===== src/rtl/rank_order_sorter.sv =====
// Two-stage rank-order selector: returns the two smallest of four unsigned
// magnitudes in ascending order with their lane indices; ties favour the lower lane.
module rank_order_sorter #(
    parameter int WIDTH = 4
) (
    input  logic             clk,
    input  logic             rst,
    input  logic             in_valid,
    input  logic [WIDTH-1:0] mag_in  [0:3],
    output logic             out_valid,
    output logic [WIDTH-1:0] min_out [0:1],
    output logic [1:0]       min_idx [0:1]
);

    // Strict total order on (value, lane): the lower lane wins ties.
    function automatic logic ranks_below(
        input logic [WIDTH-1:0] va,
        input logic [1:0]       ia,
        input logic [WIDTH-1:0] vb,
        input logic [1:0]       ib
    );
        return (va < vb) || ((va == vb) && (ia < ib));
    endfunction

    logic             s1_valid_q, s1_valid_d;
    logic [WIDTH-1:0] lo_val_q [0:1];
    logic [WIDTH-1:0] lo_val_d [0:1];
    logic [WIDTH-1:0] hi_val_q [0:1];
    logic [WIDTH-1:0] hi_val_d [0:1];
    logic [1:0]       lo_idx_q [0:1];
    logic [1:0]       lo_idx_d [0:1];
    logic [1:0]       hi_idx_q [0:1];
    logic [1:0]       hi_idx_d [0:1];
    logic             pair_swap [0:1];

    logic             out_valid_q, out_valid_d;
    logic [WIDTH-1:0] min_val_q [0:1];
    logic [WIDTH-1:0] min_val_d [0:1];
    logic [1:0]       min_idx_q [0:1];
    logic [1:0]       min_idx_d [0:1];

    // Pair gi holds lanes 2*gi (even) and 2*gi+1 (odd); swap when the odd lane ranks below.
    for (genvar gi = 0; gi < 2; gi++) begin : g_pair
        localparam logic [1:0] LANE_E = 2'(2 * gi);
        localparam logic [1:0] LANE_O = 2'(2 * gi + 1);
        assign pair_swap[gi] = ranks_below(mag_in[2*gi+1], LANE_O, mag_in[2*gi], LANE_E);
    end

    always_comb begin
        s1_valid_d = in_valid;
        for (int i = 0; i < 2; i++) begin
            lo_val_d[i] = lo_val_q[i];
            hi_val_d[i] = hi_val_q[i];
            lo_idx_d[i] = lo_idx_q[i];
            hi_idx_d[i] = hi_idx_q[i];
            if (in_valid) begin
                lo_val_d[i] = pair_swap[i] ? mag_in[2*i+1] : mag_in[2*i];
                hi_val_d[i] = pair_swap[i] ? mag_in[2*i]   : mag_in[2*i+1];
                lo_idx_d[i] = 2'(2 * i + (pair_swap[i] ? 1 : 0));
                hi_idx_d[i] = 2'(2 * i + (pair_swap[i] ? 0 : 1));
            end
        end
    end

    logic             a_wins;
    logic [WIDTH-1:0] win_lo_v, lose_lo_v, win_hi_v;
    logic [1:0]       win_lo_i, lose_lo_i, win_hi_i;
    logic             loser_first;

    // The runner-up is either the losing pair's minimum or the winning pair's maximum.
    always_comb begin
        a_wins      = ranks_below(lo_val_q[0], lo_idx_q[0], lo_val_q[1], lo_idx_q[1]);
        win_lo_v    = a_wins ? lo_val_q[0] : lo_val_q[1];
        win_lo_i    = a_wins ? lo_idx_q[0] : lo_idx_q[1];
        lose_lo_v   = a_wins ? lo_val_q[1] : lo_val_q[0];
        lose_lo_i   = a_wins ? lo_idx_q[1] : lo_idx_q[0];
        win_hi_v    = a_wins ? hi_val_q[0] : hi_val_q[1];
        win_hi_i    = a_wins ? hi_idx_q[0] : hi_idx_q[1];
        loser_first = ranks_below(lose_lo_v, lose_lo_i, win_hi_v, win_hi_i);

        out_valid_d  = s1_valid_q;
        min_val_d[0] = min_val_q[0];
        min_val_d[1] = min_val_q[1];
        min_idx_d[0] = min_idx_q[0];
        min_idx_d[1] = min_idx_q[1];
        if (s1_valid_q) begin
            min_val_d[0] = win_lo_v;
            min_idx_d[0] = win_lo_i;
            min_val_d[1] = loser_first ? lose_lo_v : win_hi_v;
            min_idx_d[1] = loser_first ? lose_lo_i : win_hi_i;
        end
    end

    always_ff @(posedge clk) begin
        if (rst) begin
            s1_valid_q  <= 1'b0;
            out_valid_q <= 1'b0;
            for (int i = 0; i < 2; i++) begin
                lo_val_q[i]  <= '0;
                hi_val_q[i]  <= '0;
                lo_idx_q[i]  <= '0;
                hi_idx_q[i]  <= '0;
                min_val_q[i] <= '0;
                min_idx_q[i] <= '0;
            end
        end else begin
            s1_valid_q  <= s1_valid_d;
            out_valid_q <= out_valid_d;
            for (int i = 0; i < 2; i++) begin
                lo_val_q[i]  <= lo_val_d[i];
                hi_val_q[i]  <= hi_val_d[i];
                lo_idx_q[i]  <= lo_idx_d[i];
                hi_idx_q[i]  <= hi_idx_d[i];
                min_val_q[i] <= min_val_d[i];
                min_idx_q[i] <= min_idx_d[i];
            end
        end
    end

    assign out_valid = out_valid_q;
    for (genvar gi = 0; gi < 2; gi++) begin : g_out
        assign min_out[gi] = min_val_q[gi];
        assign min_idx[gi] = min_idx_q[gi];
    end

endmodule


===== config.mk =====
export PLATFORM = sky130hd
export DESIGN_NAME = rank_order_sorter
export DESIGN_NICKNAME = d
export VERILOG_FILES = /design/src/rtl/rank_order_sorter.sv
export SDC_FILE = /design/constraint.sdc
export NUM_CORES = 1
export LEC_CHECK = 0
export BUFFER_PORTS_ARGS = -buffer_cell sky130_fd_sc_hd__buf_4
export CORE_MARGIN = 2
export CORE_UTILIZATION = 55
export CTS_CLUSTER_SIZE = 30
export DETAILED_ROUTE_END_ITERATION = 10
export GPL_TIMING_DRIVEN = 0
export HOLD_SLACK_MARGIN = 0.1
export PLACE_DENSITY = 0.87
export SLEW_MARGIN = 20
export SYNTH_ARGS = -nofsm -noshare
export SYNTH_HDL_FRONTEND = slang
export SYNTH_SLANG_ARGS = --single-unit

===== constraint.sdc =====
create_clock -name clk -period 7.5 [get_ports clk]
set_input_delay 0.375 -clock clk [delete_from_list [all_inputs] [get_ports clk]]
set_output_delay 0.375 -clock clk [all_outputs]
set_load 0.1 [all_outputs]

* Word level (Yosys, flattened, before mapping) *
Memories as Yosys holds them, arrays and structs flattened.
Cells that the tools add are included.

word-level totals
  memories kept = 6
  bits in writable memories = 36
  output and inout port bits = 13
  logic and storage cells = 75
  input bits = 19
  bits in registers = 2

memory list
  name       words  bits a word  rd ports  clocked after Yosys merged registers in  write ports  line  source
  hi_val_q   2      4            2         0                                        2            28    logic [WIDTH-1:0] hi_val_q [0:1];
  lo_val_q   2      4            2         0                                        2            26    logic [WIDTH-1:0] lo_val_q [0:1];
  min_val_q  2      4            2         0                                        2            37    logic [WIDTH-1:0] min_val_q [0:1];
  hi_idx_q   2      2            2         0                                        2            32    logic [1:0] hi_idx_q [0:1];
  lo_idx_q   2      2            2         0                                        2            30    logic [1:0] lo_idx_q [0:1];
  min_idx_q  2      2            2         0                                        2            39    logic [1:0] min_idx_q [0:1];

cells by class
  bitwise operators = 12
  add/subtract/negate cells = 2
  equality and inequality tests = 2
  reductions and logical operators = 4
  muxes and demuxes = 41
  $lt $le $gt $ge = 6

operators by type and width
  operator                                     number
  2-to-1 mux 4 bit                             19
  2-to-1 mux 2 bit                             14
  less-than comparator 4 bit                   4
  OR 1 bit                                     12
  equality test 4 bit                          2
  2-to-1 mux 8 bit                             1
  2-to-1 mux 1 bit                             7
  adder 2 x 1 -> 2 bit (first input constant)  2
  less-than comparator 2 bit                   2
  logical AND 1 bit                            2
  logical OR 1 bit                             2

* Depth between registers and ports, before layout *
Gate-level depths: netlist (run 1).

  word-level depth = 10
  depth in mapped cells = 15

* Least setup slack after synthesis (run 1) *
OpenSTA, ideal clock, no wires.

  path kind = register to register
  start point = mem lo_val_q[1][3] (netlist: lo_val_q[0][7])
  end point = mem min_idx_q[1][0] (netlist: min_idx_q[0][2])
  path buffers = 1
  library setup time = 0.101 ns
  setup slack = 4.038 ns
  clock period less this slack = 3.462 ns
  required time = 7.399 ns
  cell stages (with the launch flop) = 15
  data arrival time = 3.361 ns
  path through = dfxtp_1 inv_1 ha_1 and4_4 o21ai_2 a21boi_4 buf_4 mux2_2 inv_2 ha_1 nand4_1 a2111oi_2 nand2b_1 mux2_2 o41ai_1

RTL lines
  element      line
  from (decl)  26
  to (decl)    39

==> results.txt, run 1 <==
For this run, global-route usage on met1 was measured as 0.264. The mean routed wirelength per cell came out at roughly 15 µm. The worst clock skew is 0.00714 ns. The category of the worst setup path capture point is a flip-flop. The number of nets at the end of the flow is 307. The highest fanout seen on the critical path is 10. The number of antenna diodes in the final layout is 0.

The number of post-CTS setup repair buffers came out at 0. The share of post-route cells with drive strength above 1 is 0.210. The max-slew violation total from the final report came to 0. The synthesized instance count came out at roughly 230. The required arrival time at the worst endpoint is 7.69 ns. The total core area came out at ~0.0037 mm². The part of the Yosys area used for sequential elements came out at 0.328. The via density per instance came out at roughly 5.7. The die outline width is 66.3 µm. The area of the mapped netlist came out at 0.00213 mm².

The number of buffers created by CTS came out at 5. The TritonCTS clock tree is yes. The run finished with clean final reports. The overall via count from detail_route is 1805. The final estimated routing congestion in global placement came out at 0.922. The slew at the pin with the worst max-slew slack came out at 0.580 ns. In the global route stage, met2 resource usage came out at 0.425. After global routing, the most crowded layer is met2. The main combinational cell family by area after synthesis is compound AO/OA/AOI/OAI gates.

The slowest stage of the critical path belongs to the cell sky130_fd_sc_hd__a2111oi_2. The headroom to the max-slew limit came out at 0.613. STA classifies the critical path startpoint as a flip-flop.

The vertical die dimension is 66.3 µm. The number of gates resized after cts came out at 0. The top-level port count came out at 32. The area growth from synthesis to layout is 16.8%. The count of port buffers added during placement is 29.

The effective utilization at floorplan is 0.579. The shortest clock period the worst path allows after layout came out at just under 4 ns. The setup-violating endpoint count in the final report came out at 0. The total nets after synthesis is 271. The post-route DRC violation count came out at 0. The power per standard cell area came out at 215 mW/mm². The initial antenna violation count came out at 0.

The die covers 0.00440 mm². The number of flops mapped to enable cells by yosys came out at 0. Averaged over all synthesized cells, the footprint is around 9.1 µm². The compound-gate portion of the synthesized area came to 0.225. The share of async-settable or async-resettable flops after synthesis is 0. Adding up every negative setup slack in the final design gives 0 ns. Among cell families on the critical path, the largest total delay comes from compound AO/OA/AOI/OAI gates. Setup repair after global routing left no endpoint under its margin. The post-synthesis adder-cell area fraction came out at 0.106. Entering global routing, the biggest net connects 11 pins.

The xor/xnor cell area share of the yosys netlist is 0. Counting both buffers and inverters, the worst setup path holds a total of 3. The number of endpoints with negative hold slack in the final report is 0.

The number of global-route vias before repair is around 1800. Dividing the final minimum period by the clock period gives 0.527. The number of nets with antenna violations after routing is 0. The number of distinct library cells after synthesis came out at 42. The total wirelength of the detailed-routed design came out at 4680 µm. Traced cell by cell, the critical path runs through inv_1, ha_1, and4_4, o21ai_2, a21boi_4, buf_4, mux2_2, inv_2, ha_1, nand4_1, a2111oi_2, nand2b_1, mux2_2, o41ai_1. The synthesized design contains 35 register bits. The worst min-delay path category is input port to flip-flop. The global-route wire length before repair is 7820 µm. Across the run, the number of max-cap violations was 0.

The largest stage delay on the critical path is 0.53 ns. The total overflow left after global routing is 0. The overall routing resource usage is 0.233. The clock input transition at the sequential cells of the worst setup and hold paths came out at 0.07 ns.

The detailed router finished its first iteration with 88 violations. The worst-case IR drop observed on VDD is 0.0994 mV. The number of fill cells came out at about 330. The worst-case clock buffer depth came out at 2. The final HPWL from detailed placement came out at 3770 µm.

The tree is rooted in a sky130_fd_sc_hd__clkbuf_8. The worst hold margin is 0.442 ns. Buffers inserted to repair hold after CTS numbered 0. Yosys printed 0 warnings. The most used flip-flop cell after synthesis is sky130_fd_sc_hd__dfxtp_1.

The deepest level of the CTS H-tree is 2. The number of search-and-repair iterations in the first detailed-routing pass is 4. For met3 alone, demand over resource in global routing was 0.0545. The post-synthesis share of cell area spent on and, or, nand and nor gates is 0.143.

The worst setup path is of the flip-flop to flip-flop kind. The clock latency of the later-clocked register in the worst-skew pair is slightly below 0.3 ns. The static leakage is 0.00109 µW. The share of synthesized area spent on multiplexers came out at 0.141. The critical path data arrival time is 4.14 ns. The count of standard-cell rows is 22. The clock sink count came out at 35. Based on the critical path, the design can be clocked at up to 0.253 GHz.
[synth_stat cells (2+ instances only)]
cell,n,area [µm²]
sky130_fd_sc_hd__nand2b_1,6,37.5
sky130_fd_sc_hd__or4_1,3,22.5
sky130_fd_sc_hd__nor2b_1,3,18.8
sky130_fd_sc_hd__o211ai_1,8,60.1
sky130_fd_sc_hd__nand3_1,5,25.0
sky130_fd_sc_hd__buf_2,2,10.0
sky130_fd_sc_hd__and3_1,2,12.5
sky130_fd_sc_hd__ha_1,18,225
sky130_fd_sc_hd__a41oi_2,3,48.8
sky130_fd_sc_hd__dfxtp_1,35,701
sky130_fd_sc_hd__inv_1,15,56.3
sky130_fd_sc_hd__mux2i_1,23,230
sky130_fd_sc_hd__clkbuf_1,9,33.8
sky130_fd_sc_hd__o21ba_2,2,20.0
sky130_fd_sc_hd__a211oi_1,21,158
sky130_fd_sc_hd__nor2_1,32,120
sky130_fd_sc_hd__nand2_1,9,33.8
sky130_fd_sc_hd__buf_1,3,11.3
sky130_fd_sc_hd__a21o_1,3,22.5
sky130_fd_sc_hd__mux2_2,5,56.3
sky130_fd_sc_hd__a21oi_1,6,30.0
[logic make-up (layout without fill, tap and decap cells)]
logic type,Yosys count,after routing
mux,29,29
simple gates,64,64
buf+inv,31,68
fa+ha+maj,18,18
flops,35,35
compound gates,57,57
[layout by cell type, fill, tap and decap left out, drive strengths merged, types with 2 or more instances in the layout]
| master | netlist | final |
|---|---|---|
| dfxtp | 35 | 35 |
| a21o | 3 | 3 |
| inv | 16 | 16 |
| a211oi | 21 | 21 |
| nand3 | 5 | 5 |
| buf | 6 | 35 |
| o21ba | 2 | 2 |
| nand2b | 6 | 6 |
| o21ai | 2 | 2 |
| mux2 | 6 | 6 |
| nor2 | 32 | 32 |
| o211ai | 9 | 9 |
| nand2 | 9 | 9 |
| nor2b | 3 | 3 |
| ha | 18 | 18 |
| and3 | 2 | 2 |
| clkbuf | 9 | 16 |
| or4 | 3 | 3 |
| a41oi | 3 | 3 |
| mux2i | 23 | 23 |
| a21oi | 7 | 7 |
[cell type report]
class	count	area (µm²)	area share
multi-input cells	168	1310	0.526
flip-flops and latches	35	701	0.281
repair buffers	29	218	0.0873
clock buffers	7	76.3	0.0306
plain buffers	15	62.6	0.0251
inverters	16	60.1	0.0241
well taps	48	60.1	0.0241
clock inverters	1	5.00	0.00201
[report_power, final]
part | internal, µW | total [µW] | switching (µW) | leakage, µW
registers | 200 | 210 | 10.2 | 0.000289
logic | 74.4 | 196 | 122 | 0.000763
clock network | 65.0 | 129 | 64.0 | 0.0000422
[worst paths after layout]
kind                                 startpoint              end  slack [ns]  cells after the start
worst min register to register  min_idx_q[0][1]  min_idx_q[0][1]        0.47                      2
worst min-delay path                  mag_in[8]   hi_val_q[0][0]        0.44                      3
worst max register to register   lo_val_q[0][7]  min_idx_q[0][2]        3.55                     14
worst max-delay path             lo_val_q[0][7]  min_idx_q[0][2]        3.55                     14
[worst register-to-register path: stages (launching register included)]
cell                        delay [ns]
sky130_fd_sc_hd__dfxtp_1          0.38
sky130_fd_sc_hd__inv_1            0.06
sky130_fd_sc_hd__ha_1             0.36
sky130_fd_sc_hd__and4_4           0.25
sky130_fd_sc_hd__o21ai_2          0.07
sky130_fd_sc_hd__a21boi_4         0.38
sky130_fd_sc_hd__buf_4            0.26
sky130_fd_sc_hd__mux2_2           0.37
sky130_fd_sc_hd__inv_2            0.07
sky130_fd_sc_hd__ha_1             0.14
sky130_fd_sc_hd__nand4_1          0.17
sky130_fd_sc_hd__a2111oi_2        0.53
sky130_fd_sc_hd__nand2b_1         0.26
sky130_fd_sc_hd__mux2_2           0.35
sky130_fd_sc_hd__o41ai_1          0.21
[state kept, by name, summed over array words and instances, names as in the netlist]
| register | count |
|---|---|
| out_valid | 1 |
| out_valid_d | 1 |
| hi_idx_q | 3 |
| lo_val_q | 8 |
| hi_val_q | 8 |
| min_val_q | 8 |
| lo_idx_q | 2 |
| min_idx_q | 4 |
[routing by layer]
metal,up-vias,part of all wire
met5,-,0
met4,0,0.0090
met3,7,0.043
met2,46,0.51
met1,832,0.44
li1,920,-
[per-stage QoR]
step                       util  instances  setup WS [ns]  instance area, µm²  total power (µW)
after global routing      0.676        319           3.32                2490               564
after floorplan               -        234           4.04                2130               365
after global placement    0.654        311           3.67                2410               403
final                     0.676        319           3.55                2490               536
after detailed placement  0.654        311           3.60                2410               410
after CTS                 0.676        319           3.57                2490               538
Power figures use the tool's default switching activity.
==> run 2, diff against run 1 <==
clock period = 3.9 ns   (was 7.5 ns; I/O delays follow)
==> run 2 against run 1 <==
  * Combinational power rose by 100%
  * Non-clock buffer count increased by 2
  * Clock-buffer cell count is the same
  * Clock power increased by 94%
  * Routed wire length increased by 1.3%
  * Clock skew is 0.00062 ns lower
  * Via count grew 0.39%
  * Global-route usage did not move
  * Critical path depth unchanged
  * Sequential share of layout area fell by 0.51 points
  * Fmax up 7.5%
  * Critical path type unchanged
  * Highest routed layer unchanged
==> results.txt, run 2 (synthesized netlist as in run 1, its figures left out) <==
Outcome: completed (unchanged). The global-route wire length before repair came out at 7820 µm (unchanged). The post-route DRC violation count was 0 (unchanged). The worst vdd rail ir drop came out at 0.193 mV (was 0.0994 mV). The count of port buffers added during placement came to 29 (unchanged).

The effective utilization at floorplan is 0.579 (unchanged). The number of buffers created by CTS came out at 5 (unchanged). The leading cell type in the layout, fill and taps excluded is sky130_fd_sc_hd__dfxtp_1 (unchanged). The final worst-path cycle share came to 0.942 (was 0.527). The number of violations of the max-capacitance limit is 0 (unchanged). The total congestion overflow after global routing came out at 0 (unchanged). The antenna diode instance count came out at 0 (unchanged).

The mean routed wirelength per cell is 14.8 µm (was 14.7 µm). The fraction of the core area covered by cells at the end of the flow came out at 0.689 (was 0.676). The multi-input combinational cell area is 0.00134 mm² (was 0.00131 mm²). The required arrival time at the worst endpoint came to 4.09 ns (was 7.69 ns). The total core area came to 0.00369 mm² (unchanged). The number of endpoints with negative hold slack in the final report came out at 0 (unchanged). The register area came out at 701 µm² (unchanged). The category of the worst setup path capture point was a flip-flop (unchanged). Highest-count cells in the layout ignoring fill and taps: 35 x sky130_fd_sc_hd__dfxtp_1, 32 x sky130_fd_sc_hd__buf_4, 32 x sky130_fd_sc_hd__nor2_1, 23 x sky130_fd_sc_hd__mux2i_1, 21 x sky130_fd_sc_hd__a211oi_1 (was 35 x sky130_fd_sc_hd__dfxtp_1, 32 x sky130_fd_sc_hd__nor2_1, 30 x sky130_fd_sc_hd__buf_4, 23 x sky130_fd_sc_hd__mux2i_1, 21 x sky130_fd_sc_hd__a211oi_1). The setup-violating endpoint count in the final report came out at 0 (unchanged).

The max-slew violation total from the final report is 0 (unchanged). The overall routing resource usage is 0.233 (unchanged). The slew at the pin with the worst max-slew slack came to 0.586 ns (was 0.580 ns).

The die outline width came out at 66.3 µm (unchanged). The startpoint type of the worst setup path is a flip-flop (unchanged). The share of post-route cells with drive strength above 1 came to 0.220 (was 0.210).

The static leakage came to 0.00111 µW (was 0.00109 µW). The highest clock frequency the design can meet is 0.272 GHz (was 0.253 GHz). The worst clock skew came to 0.00652 ns (was 0.00714 ns). The number of nets at the end of the flow is 309 (was 307).

The clock input transition at the sequential cells of the worst setup and hold paths is 0.07 ns (about the same). The vertical die dimension is 66.3 µm (unchanged). The top-level port count is 32 (unchanged). The clock sink count was 35 (unchanged). The count of standard-cell rows is 22 (unchanged). The number of nets with antenna violations after routing came to 0 (unchanged). Leading registers by flop count: hi_val_q x8, lo_val_q x8, min_val_q x8 (unchanged). The cell at the root of the clock tree is sky130_fd_sc_hd__clkbuf_8 (unchanged). The TritonCTS clock tree is yes (unchanged).

The number of global-route vias before repair is 1794 (was 1792). The shortest clock period the worst path allows after layout is 3.68 ns (was 3.95 ns). The area enclosed by the die boundary is 0.00440 mm² (unchanged). The power per standard cell area came to 415 mW/mm² (was 215 mW/mm²). The worst min-delay path category was input port to flip-flop (unchanged). The number of fill cells came out at 316 (was 326).

The via density per instance came to 5.64 (was 5.66). The maximum number of pins on one net before global-route repair is 11 (unchanged). The final estimated routing congestion in global placement came out at 0.922 (unchanged). The met1 track demand over resource in global routing was 0.264 (unchanged).

The iteration-0 DRC count of the detailed router is 94 (was 88). The critical path data arrival time came to 3.86 ns (was 4.14 ns). The final HPWL from detailed placement came out at 3770 µm (unchanged). The most congested layer reported by global routing is met2 (unchanged). The number of search-and-repair iterations in the first detailed-routing pass came out at 4 (unchanged). The worst hold margin is 0.261 ns (was 0.442 ns). The met2 demand-to-capacity share in global routing is 0.423 (was 0.425). The category of the most critical setup path is flip-flop to flip-flop (unchanged).

The clock latency of the later-clocked register in the worst-skew pair is 0.29 ns (about the same). The met3 track utilization from global routing is 0.0545 (unchanged). The total wirelength of the detailed-routed design came out at 4740 µm (was 4680 µm). The area growth from synthesis to layout came out at 19.0% (was 16.8%). The hold buffer count at CTS is 0 (unchanged). The deepest level of the CTS H-tree came out at 2 (unchanged). The highest fanout seen on the critical path came out at 10 (unchanged).

The initial antenna violation count came to 0 (unchanged). The headroom to the max-slew limit came out at 0.609 (was 0.613). The overall via count from detail_route is 1812 (was 1805). The worst-case clock buffer depth came out at 2 (unchanged).
-- run 2: cell types whose count changed in the layout (fill, tap and decap cells not counted) --
cell	change
sky130_fd_sc_hd__buf_4	+2
sky130_fd_sc_hd__a2111oi_2	-1
sky130_fd_sc_hd__a2111oi_4	+1
sky130_fd_sc_hd__a311oi_2	-1
sky130_fd_sc_hd__a311oi_4	+1
sky130_fd_sc_hd__nand2b_1	-1
sky130_fd_sc_hd__nand2b_4	+1
-- run 2: path summary, 6_finish.rpt --
check	startpoint	end	slack, ns	depth (start not counted)
hold reg to reg	min_idx_q[0][1]	min_idx_q[0][1]	0.47	2
setup / recovery	lo_val_q[0][7]	min_idx_q[0][2]	0.22	14
setup reg to reg	lo_val_q[0][7]	min_idx_q[0][2]	0.22	14
hold / removal	mag_in[8]	hi_val_q[0][0]	0.26	3
-- run 2: area by class of cell --
cell class	count	share of cell area
buffer	15	0.0246
clock buffer	7	0.0300
clock inverter	1	0.00197
inverter	16	0.0236
multi-input combinational	168	0.529
sequential	35	0.276
tap	48	0.0236
timing repair buffer	31	0.0916
-- run 2: metal layers --
metal / vias up / share of wire
met1: 828 / 0.44
li1: 923 / -
met2: 54 / 0.51
met5: - / 0
met4: 0 / 0.0086
met3: 7 / 0.045
-- run 2: metrics by stage --
stage	cells	total power (µW)	cell area (µm²)	setup slack, ns	setup TNS, ns
floorplan	234	701	2130	0.438	0
global placement	311	775	2410	0.0678	0
detailed placement	311	788	2410	-0.00265	-0.00265
CTS	319	1040	2510	0.0583	0
global route	321	1110	2540	-0.0128	-0.0128
finish	321	1050	2540	0.225	0
-- run 2: where the power goes --
group / switching [µW] / internal (µW) / leakage [µW]
sequential: 19.5 / 385 / 0.000289
combinational: 245 / 154 / 0.000776
clock: 125 / 125 / 0.0000422
-- run 2: timing repair --
action / CTS / global route
resized for setup: 1 / 3
setup buffers: 0 / 2
hold endpoints to repair: 0 / 0
pin swaps: 0 / 1
endpoints found under the setup margin: 1 / 5
-- run 2: critical path, cell delays in order, from the launching register on --
cell and delay, ns:
sky130_fd_sc_hd__dfxtp_1 0.39, sky130_fd_sc_hd__inv_1 0.06, sky130_fd_sc_hd__ha_1 0.36, sky130_fd_sc_hd__and4_4 0.25
sky130_fd_sc_hd__o21ai_2 0.07, sky130_fd_sc_hd__a21boi_4 0.31, sky130_fd_sc_hd__buf_4 0.24, sky130_fd_sc_hd__mux2_2 0.37
sky130_fd_sc_hd__inv_2 0.06, sky130_fd_sc_hd__ha_1 0.13, sky130_fd_sc_hd__nand4_1 0.18, sky130_fd_sc_hd__a2111oi_4 0.37
sky130_fd_sc_hd__nand2b_4 0.24, sky130_fd_sc_hd__mux2_2 0.33, sky130_fd_sc_hd__o41ai_1 0.21
